<file path="config.mk">
export PLATFORM = sky130hd
export DESIGN_NAME = regfile_dualport
export DESIGN_NICKNAME = d
export VERILOG_FILES = /design/src/rtl/regfile_dualport.sv
export SDC_FILE = /design/constraint.sdc
export NUM_CORES = 1
export LEC_CHECK = 0
export ABC_CLOCK_PERIOD_IN_PS = 2070
export CORE_ASPECT_RATIO = 2
export CORE_MARGIN = 5
export CORE_UTILIZATION = 50
export DETAILED_ROUTE_END_ITERATION = 7
export MAX_ROUTING_LAYER = met4
export PLACE_DENSITY = 0.81
export SLEW_MARGIN = 5
export SYNTH_ARGS = -nofsm -noshare
export SYNTH_HDL_FRONTEND = slang
export SYNTH_SLANG_ARGS = --single-unit
</file>
<file path="constraint.sdc">
create_clock -name clk -period 2.07 [get_ports clk]
set_input_delay 0.414 -clock clk [delete_from_list [all_inputs] [get_ports clk]]
set_output_delay 0.414 -clock clk [all_outputs]
set_load 0.02 [all_outputs]
</file>
<file path="src/rtl/regfile_dualport.sv">
// regfile_dualport: DEPTH x WIDTH register file, two async read ports, one write port, optional bypass, pending-write scoreboard
module regfile_dualport #(
  parameter int WIDTH = 16,
  parameter int DEPTH = 8,
  parameter int AW = $clog2(DEPTH),
  parameter int BYPASS = 0,
  parameter logic [WIDTH-1:0] RESET_VAL = '0
) (
  input  logic             clk,
  input  logic             rst_n,
  input  logic [WIDTH-1:0] data_in,
  input  logic [AW-1:0]    writenum,
  input  logic             write,
  input  logic [AW-1:0]    readnum_a,
  input  logic [AW-1:0]    readnum_b,
  output logic [WIDTH-1:0] data_out_a,
  output logic [WIDTH-1:0] data_out_b,
  input  logic             sb_set,
  input  logic [AW-1:0]    sb_setnum,
  output logic             busy_a,
  output logic             busy_b,
  output logic             any_busy,
  output logic [DEPTH-1:0] pend_vec
);
  logic [WIDTH-1:0] regs [DEPTH];
  logic [DEPTH-1:0] pend;
  logic hit_a, hit_b, keep;
  // storage and scoreboard; a set on the written register wins over the clear
  always_ff @(posedge clk or negedge rst_n)
    if (!rst_n) begin
      regs <= '{default: RESET_VAL};
      pend <= '0;
    end else begin
      if (write) regs[writenum] <= data_in;
      pend <= (pend & ~(DEPTH'(write) << writenum)) | (DEPTH'(sb_set) << sb_setnum);
    end
  // combinational reads with optional forwarding of the in-flight write, suppressed during reset
  always_comb begin
    keep = sb_set && sb_setnum == writenum;
    hit_a = BYPASS != 0 && rst_n && write && readnum_a == writenum;
    hit_b = BYPASS != 0 && rst_n && write && readnum_b == writenum;
    data_out_a = hit_a ? data_in : regs[readnum_a];
    data_out_b = hit_b ? data_in : regs[readnum_b];
    busy_a = pend[readnum_a] && !(hit_a && !keep);
    busy_b = pend[readnum_b] && !(hit_b && !keep);
    any_busy = |pend;
    pend_vec = pend;
  end
endmodule
</file>
Yosys cells after proc, flatten, opt, wreduce, memory -nomap -nowiden:

Cells that the tools add are included.

* output and inout port bits: 43
* register bits: 136

* shift-type cells: 2
* bitwise operators: 6
* mux-type cells: 13
* order comparisons: 6
* reduce and logical (&&, ||, !) cells: 2

Operators with widths (number)
* bitwise mux 128 bit: 1
* binary-select mux 16 bit (select 3 bit): 2
* two-way mux 16 bit: 5
* demux 16 bit (select 3 bit): 1
* << shifter 1 x 3 -> 8 bit: 2
* greater-or-equal comparator 4 bit, second input constant: 3
* inverter 3 -> 4 bit: 3
* bitwise AND 8 bit: 1
* < comparator 3 x 4 -> 1 bit, second input constant: 2
* inverter 8 bit: 1
* bitwise OR 8 bit: 1
* OR reduction 8 bit: 1
* binary-select mux 1 bit (select 3 bit): 2
* < comparator 4 x 1 -> 1 bit, second input constant: 1
* two-way mux 1 bit: 2
* logical AND 1 bit: 1

Depth between registers and ports, before layout:

Gate-level depths: netlist of the first run.

* depth in word-level cells: 6
* mapped depth: 5
* gate-level depth less buffers: 2

Worst setup path after synthesis of the first run:

Ideal clock, no wire load.

* path type: input-to-output
* from: in readnum_a[0]
* to: out busy_a
* path slack: 117 ps
* arrival time: 1539 ps
* stages on the path: 4
* path through: buf_6 -> buf_6 -> mux4_1 -> mux2_2

* cells in the longest elaborated chain, start to end: 2

RTL lines
* from (decl): line 14 `input logic [AW-1:0] readnum_a,`
* binary-select mux 1 bit (select 3 bit): line 44 `busy_a = pend[readnum_a] && !(hit_a && !keep);`
* two-way mux 1 bit (implied by the code): line 44
* to (decl): line 20 `output logic busy_a,`

Every way passes these cells. The select of a mux whose other input is x is not followed.

Worst setup path after layout of the first run:

* from: reg regs[35] (netlist bit)
* to: out data_out_b[3]

* cells in the longest elaborated chain, start to end: 3

RTL lines
* from (decl): line 25 `logic [WIDTH-1:0] regs [DEPTH];`
* from (signal, indexed assignment): line 34 `if (write) regs[writenum] <= data_in;`
* binary-select mux 16 bit (select 3 bit): line 43 `data_out_b = hit_b ? data_in : regs[readnum_b];`
* two-way mux 16 bit (implied by the code) (2 in a row): line 43
* to (decl): line 17 `output logic [WIDTH-1:0] data_out_b,`

Every way passes these cells. The select of a mux whose other input is x is not followed.

==> impl_results.md, run 1 <==
- Detailed Route Iter0 Violations: 339
- Path length in cells of the critical path: 3
- Die Outline Area: 0.0179 mm^2
- Cell area after placement: 0.00899 mm^2
- Endpoint class of the critical path: primary output
- Final setup fails: 34
- Remaining global-route overflow: 0
- Vias per cell: 6.35
- Crit-path max FO: 3
- Synth cell types: 24
- R2R cell count: 3
- Via count of the first global-routing pass: 5648
- Primary flip-flop cell chosen by synthesis mapping: dfrtp_1
- Largest family of logic cells by synthesized area: multiplexers
- Fraction of post-synthesis cell area in the top cell type by area: 0.447
- Share of synthesized cell area in and, or, nand and nor gates: 0.0205
- Most frequent cells in the layout: 136 x dfrtp_1, 121 x mux2_2, 54 x mux4_2, 53 x buf_4
- Avg Inst Size Synth: 17.6 um^2
- Failing checks: hold timing, setup timing
- Arrival time of data at the critical path endpoint: 1.90 ns
- Compound-Gate Fraction of Synth Area: 0.00937
- Ant. Diodes: 0
- Startpoint Class: flip-flop
- Area inside the core boundary: 0.0149 mm^2
- Flops & latches, synth: 136
- Post-Route WL: 21600 um
- HPWL after DPL: 13000 um
- Antenna-violating nets left: 0
- Synthesized-area fraction occupied by xor and xnor cells: 0
- Total GRT Usage: 0.257
- Number of buffers created by CTS: 17
- Worst path buffer plus inverter count: 1
- Fillers: 927
- Critical Path Slowest Stage Cell: mux4_4
- Syn nets: 464
- Setup repair after global routing missed its margin: yes
- Die width: 97.2 um
- Number of pins with negative max-slew slack in the final report: 0
- Cell family with most CP delay: multiplexers
- Longest Clk Path Bufs: 2
- Fraction of registers with async set/reset: 1.00
- Largest net degree at the start of global routing: 43
- Die boundary height: 184 um
- CTS clk-pin slew, worst paths: 0.06 ns
- DR WL/cell: 27.4 um
- Core Rows: 63
- Final Cycle Share: 1.12
- First-pass GRT wire length: 33900 um
- TritonCTS clock tree: done
- Starting Density: 0.511
- Peak supply drop: 0.000617 V
- Slew of the pin with the lowest slew margin: 0.596 ns
- Final min period: 2.31 ns
- Number of design rule violations left after detail routing: 0
- Number of synthesized flops with an enable pin: 0
- Run status: finished, violations left
- Count of buffers from port buffering: 74
- Proportion of layout cells with a drive suffix above 1: 0.662
- Relative slew slack: 0.602
- Path type of the worst setup path: reg -> out
- Critical Path Max Stage Delay: 0.60 ns
- Clock insertion delay at the later pin of the skew report: 0.42 ns
- FMAX: 0.433 GHz
- Synthesized instance count: 432
- Maximum clock skew at final layout: 0 ns
- Total number of clock tree sinks: 136
- Layout-stage area growth over the synthesis result: 33.0%
- Post-Layout Inst Area: 0.0101 mm^2
- H-tree levels: 4
- RePlAce Congestion: 0.879
- Class of the tightest hold or removal check: in -> async
- Cell Chain, Critical Path: mux4_4 > mux2_4 > buf_6
- Worst Setup Slack, final: -0.239 ns
- Post-synth top area cell: dfrtp_1
- Adder-cell share of the synthesized area: 0
- Number of buffers inserted for hold repair after clock tree synthesis: 0
- Power density over the cells: 1030 mW/mm^2
- Lkg Pwr: 4.39 nW
- Maximum Capacitance Violations: 0
- Commonest non-fill, non-tap cell in the layout: dfrtp_1
- Yosys synthesis warning count: 0
- Worst hold slack: -0.00533 ns
- Number of nets in the layout: 613
- Cell types occupying the most area after synthesis: dfrtp_1 45%, mux2_2 23%, mux4_1 18%
- Pre-Repair DR Iteration Count: 5
- Core utilization of the finished layout: 0.679
- Number of vias in the routed layout: 5009
- Mux share of post-synthesis cell area: 0.472
- Final Hold Viols: 2
- Post-synthesis instance area: 0.00761 mm^2
- Required time worst endpoint: 1.66 ns
- I/O pin cnt: 75
- Number of antenna violations at the first check in global routing: 0
- Sequential cell area fraction in the yosys report: 0.447
- Clock Root Buffer: clkbuf_16
## flip-flops by register name (all words and copies together), names as in the netlist
signal,flops
regs,128
pend_vec,8
## kinds of logic (layout without fill, tap and decap cells)
logic type	count (synthesis)	count (layout)
AO/OA/AOI/OAI	8	8
buffers and inverters	41	203
flip-flops	136	136
multiplexers	230	230
AND/OR/NAND/NOR	17	17
## power by group
part           switching (mW)  internal, mW  leakage, nW
clock                    1.21          2.21        0.316
combinational            1.22          2.05         2.45
sequential              0.501          3.25         1.63
total                    2.93          7.52         4.39
## stage by stage
stage	setup slack (ns)	total power [mW]	hold WS [ns]	setup TNS (ns)	std cells
floorplan	0.117	5.29	0.118	0	432
global placement	-0.711	6.29	0.430	-23.61	722
detailed placement	-0.733	6.47	0.441	-25.06	722
CTS	-0.234	10.3	0.00296	-3.30	785
global route	-0.254	10.8	0.0293	-4.39	789
finish	-0.239	10.4	-0.00533	-3.34	789
## final timing paths
check / endpoint / from / slack (ns)
max in group asynchronous: pend_vec[7]$_DFF_PN0_ / rst_n / 1.25
setup / recovery: data_out_b[3] / regs[35]$_DFFE_PN0P_ / -0.24
min in group clk: regs[59]$_DFFE_PN0P_ / regs[59]$_DFFE_PN0P_ / 0.53
setup reg to reg: regs[41]$_DFFE_PN0P_ / regs[41]$_DFFE_PN0P_ / 1.04
hold / removal: regs[48]$_DFFE_PN0P_ / rst_n / -0.005
hold reg to reg: regs[59]$_DFFE_PN0P_ / regs[59]$_DFFE_PN0P_ / 0.53
## Yosys cell counts, types with 4 or more instances
| cell type | count |
|---|---|
| inv_1 | 5 |
| clkbuf_8 | 12 |
| mux4_4 | 4 |
| mux2_4 | 9 |
| buf_2 | 8 |
| mux2_2 | 153 |
| buf_4 | 5 |
| mux4_2 | 12 |
| mux4_1 | 52 |
| buf_6 | 11 |
| dfrtp_1 | 136 |
## layer usage
metal  global-route usage  up-vias  share of wire
li1                     -     2016              -
met2                0.455      242           0.56
met1                0.282     2681           0.36
met3               0.0417       70          0.046
met5                    -        -              0
met4                0.119        0          0.034
## worst reg2reg max path, stage by stage, from the launching register on
cell and delay (ns):
dfrtp_1 0.39, buf_4 0.14, buf_4 0.12, mux2_2 0.26
## area by class of cell
cell class,instances,area (um^2),area share
Multi-Input combinational cell,255,3830,0.378
Tap cell,195,244,0.0241
Sequential cell,136,3400,0.336
Inverter,5,18.8,0.00185
Clock inverter,13,216,0.0214
Timing Repair Buffer,166,1960,0.194
Clock buffer,19,453,0.0447
## timing repair
action / 4_1_cts / 5_1_grt
setup endpoints to repair: 35 / 37
resized for setup: 293 / 20
buffers inserted: 26 / 4
gates cloned: 5 / 0
Power figures use the tool's default switching activity.
==> run 2, diff against run 1 <==
CELL_PAD_IN_SITES_DETAIL_PLACEMENT = 1   (was default)
CELL_PAD_IN_SITES_GLOBAL_PLACEMENT = 1   (was default)
CORE_UTILIZATION = 49   (was 50)
PLACE_DENSITY = 0.9   (was 0.81)
==> run 2 against run 1 <==
The run ends with setup timing left. Non-clock buffer count grew 13. Clock skew is the same. Clock power shrank 6.4%. Fmax shrank 0.45%.
==> impl_results.md, run 2 (synthesis results as in run 1) <==
- Run status: finished, violations left
- Failing checks: setup timing
- Required time worst endpoint: 1.66 ns
- Cell family with most CP delay: multiplexers
- Clock Root Buffer: clkbuf_16
- Die boundary height: 186 um
- Die width: 98.1 um
- Number of nets in the layout: 626
- Slew of the pin with the lowest slew margin: 0.563 ns
- Detailed Route Iter0 Violations: 369
- Maximum Capacitance Violations: 0
- Proportion of layout cells with a drive suffix above 1: 0.668
- Remaining global-route overflow: 0
- Critical Path Max Stage Delay: 0.61 ns
- Setup repair after global routing missed its margin: yes
- DR WL/cell: 33.3 um
- HPWL after DPL: 14500 um
- Cell Chain, Critical Path: mux4_4 > mux2_4 > buf_6
- H-tree levels: 4
- Final Hold Viols: 0
- Critical Path Slowest Stage Cell: mux4_4
- Crit-path max FO: 3
- Starting Density: 0.498
- RePlAce Congestion: 0.849
- Worst path buffer plus inverter count: 1
- Post-Route WL: 26800 um
- Commonest non-fill, non-tap cell in the layout: dfrtp_1
- Arrival time of data at the critical path endpoint: 1.91 ns
- Die Outline Area: 0.0183 mm^2
- Via count of the first global-routing pass: 5786
- Endpoint class of the critical path: primary output
- Total GRT Usage: 0.294
- FMAX: 0.431 GHz
- First-pass GRT wire length: 38000 um
- Fillers: 1311
- Relative slew slack: 0.624
- Final min period: 2.32 ns
- Cell area after placement: 0.00898 mm^2
- Antenna-violating nets left: 0
- Path type of the worst setup path: reg -> out
- Register name with the most flops: regs
- Final setup fails: 35
- Power density over the cells: 1040 mW/mm^2
- Core Rows: 64
- Number of antenna violations at the first check in global routing: 0
- TritonCTS clock tree: done
- Largest net degree at the start of global routing: 37
- Post-Layout Inst Area: 0.0101 mm^2
- Flip-flop count of the largest register after layout: 128
- Pre-Repair DR Iteration Count: 5
- Worst Setup Slack, final: -0.250 ns
- Number of buffers created by CTS: 17
- CTS clk-pin slew, worst paths: 0.07 ns
- Layout-stage area growth over the synthesis result: 32.4%
- Ant. Diodes: 0
- Vias per cell: 6.47
- Startpoint Class: flip-flop
- Count of buffers from port buffering: 74
- Longest Clk Path Bufs: 2
- Number of vias in the routed layout: 5198
- Overall power of the completed layout: 10.5 mW
- Area inside the core boundary: 0.0153 mm^2
- I/O pin cnt: 75
- Peak supply drop: 0.000570 V
- Class of the tightest hold or removal check: in -> async
- Maximum clock skew at final layout: 0 ns
- Number of pins with negative max-slew slack in the final report: 0
- Clock insertion delay at the later pin of the skew report: 0.43 ns
- Final Cycle Share: 1.12
- Most frequent cells in the layout: 136 x dfrtp_1, 119 x mux2_2, 72 x buf_4, 57 x mux4_2, 43 x mux2_4
- Number of design rule violations left after detail routing: 0
- Lkg Pwr: 4.38 nW
- Total number of clock tree sinks: 136
-- run 2: per-stage QoR --
stage	util	setup WS, ns	TNS, ns	instances	hold slack (ns)
6_report	0.659	-0.250	-4.34	804	0.517
5_1_grt	0.659	-0.267	-5.34	804	0.558
4_1_cts	0.646	-0.236	-4.10	782	0.516
3_5_place_dp	0.587	-0.760	-26.51	728	0.428
3_3_place_gp	0.587	-0.730	-23.40	728	0.400
2_1_floorplan	-	0.117	0	432	0.118
-- run 2: cell type report --
| cell class | instances | area [um^2] | area share |
|---|---|---|---|
| Multi-Input combinational cell | 255 | 3820 | 0.379 |
| Sequential cell | 136 | 3400 | 0.338 |
| Timing Repair Buffer | 179 | 1990 | 0.197 |
| Clock buffer | 20 | 447 | 0.0443 |
| Tap cell | 198 | 248 | 0.0246 |
| Clock inverter | 11 | 149 | 0.0148 |
| Inverter | 5 | 18.8 | 0.00186 |
-- run 2: final timing paths --
check | startpoint | end | slack (ns) | cells past startpoint
hold reg to reg | regs[88]$_DFFE_PN0P_ | regs[88]$_DFFE_PN0P_ | 0.52 | 1
setup / recovery | pend_vec[4]$_DFF_PN0_ | busy_a | -0.25 | 3
min in group clk | regs[88]$_DFFE_PN0P_ | regs[88]$_DFFE_PN0P_ | 0.52 | 1
setup reg to reg | pend_vec[0]$_DFF_PN0_ | pend_vec[0]$_DFF_PN0_ | 0.91 | 6
hold / removal | rst_n | regs[5]$_DFFE_PN0P_ | 0.52 | 2
max in group asynchronous | rst_n | regs[37]$_DFFE_PN0P_ | 0.93 | 3
-- run 2: power breakdown --
part | leakage [nW] | total, mW | internal (mW) | switching [mW]
combinational | 2.47 | 3.46 | 2.10 | 1.36
sequential | 1.63 | 3.82 | 3.25 | 0.574
clock | 0.282 | 3.20 | 1.92 | 1.28
total | 4.38 | 10.5 | 7.27 | 3.22
-- run 2: what timing repair did --
action                     4_1_cts  5_1_grt
hold endpoints to repair        33        0
buffers inserted                17       22
setup endpoints to repair       35       36
cloned                           5        0
gates resized for setup        295       18
hold buffers                     1        0
-- run 2: metal layers --
metal / vias up / wire [um] / GRT usage
met2: 245 / 14500 / 0.512
met5: - / 0 / -
met4: 0 / 1280 / 0.140
li1: 2031 / - / -
met1: 2828 / 9750 / 0.328
met3: 94 / 1250 / 0.0489
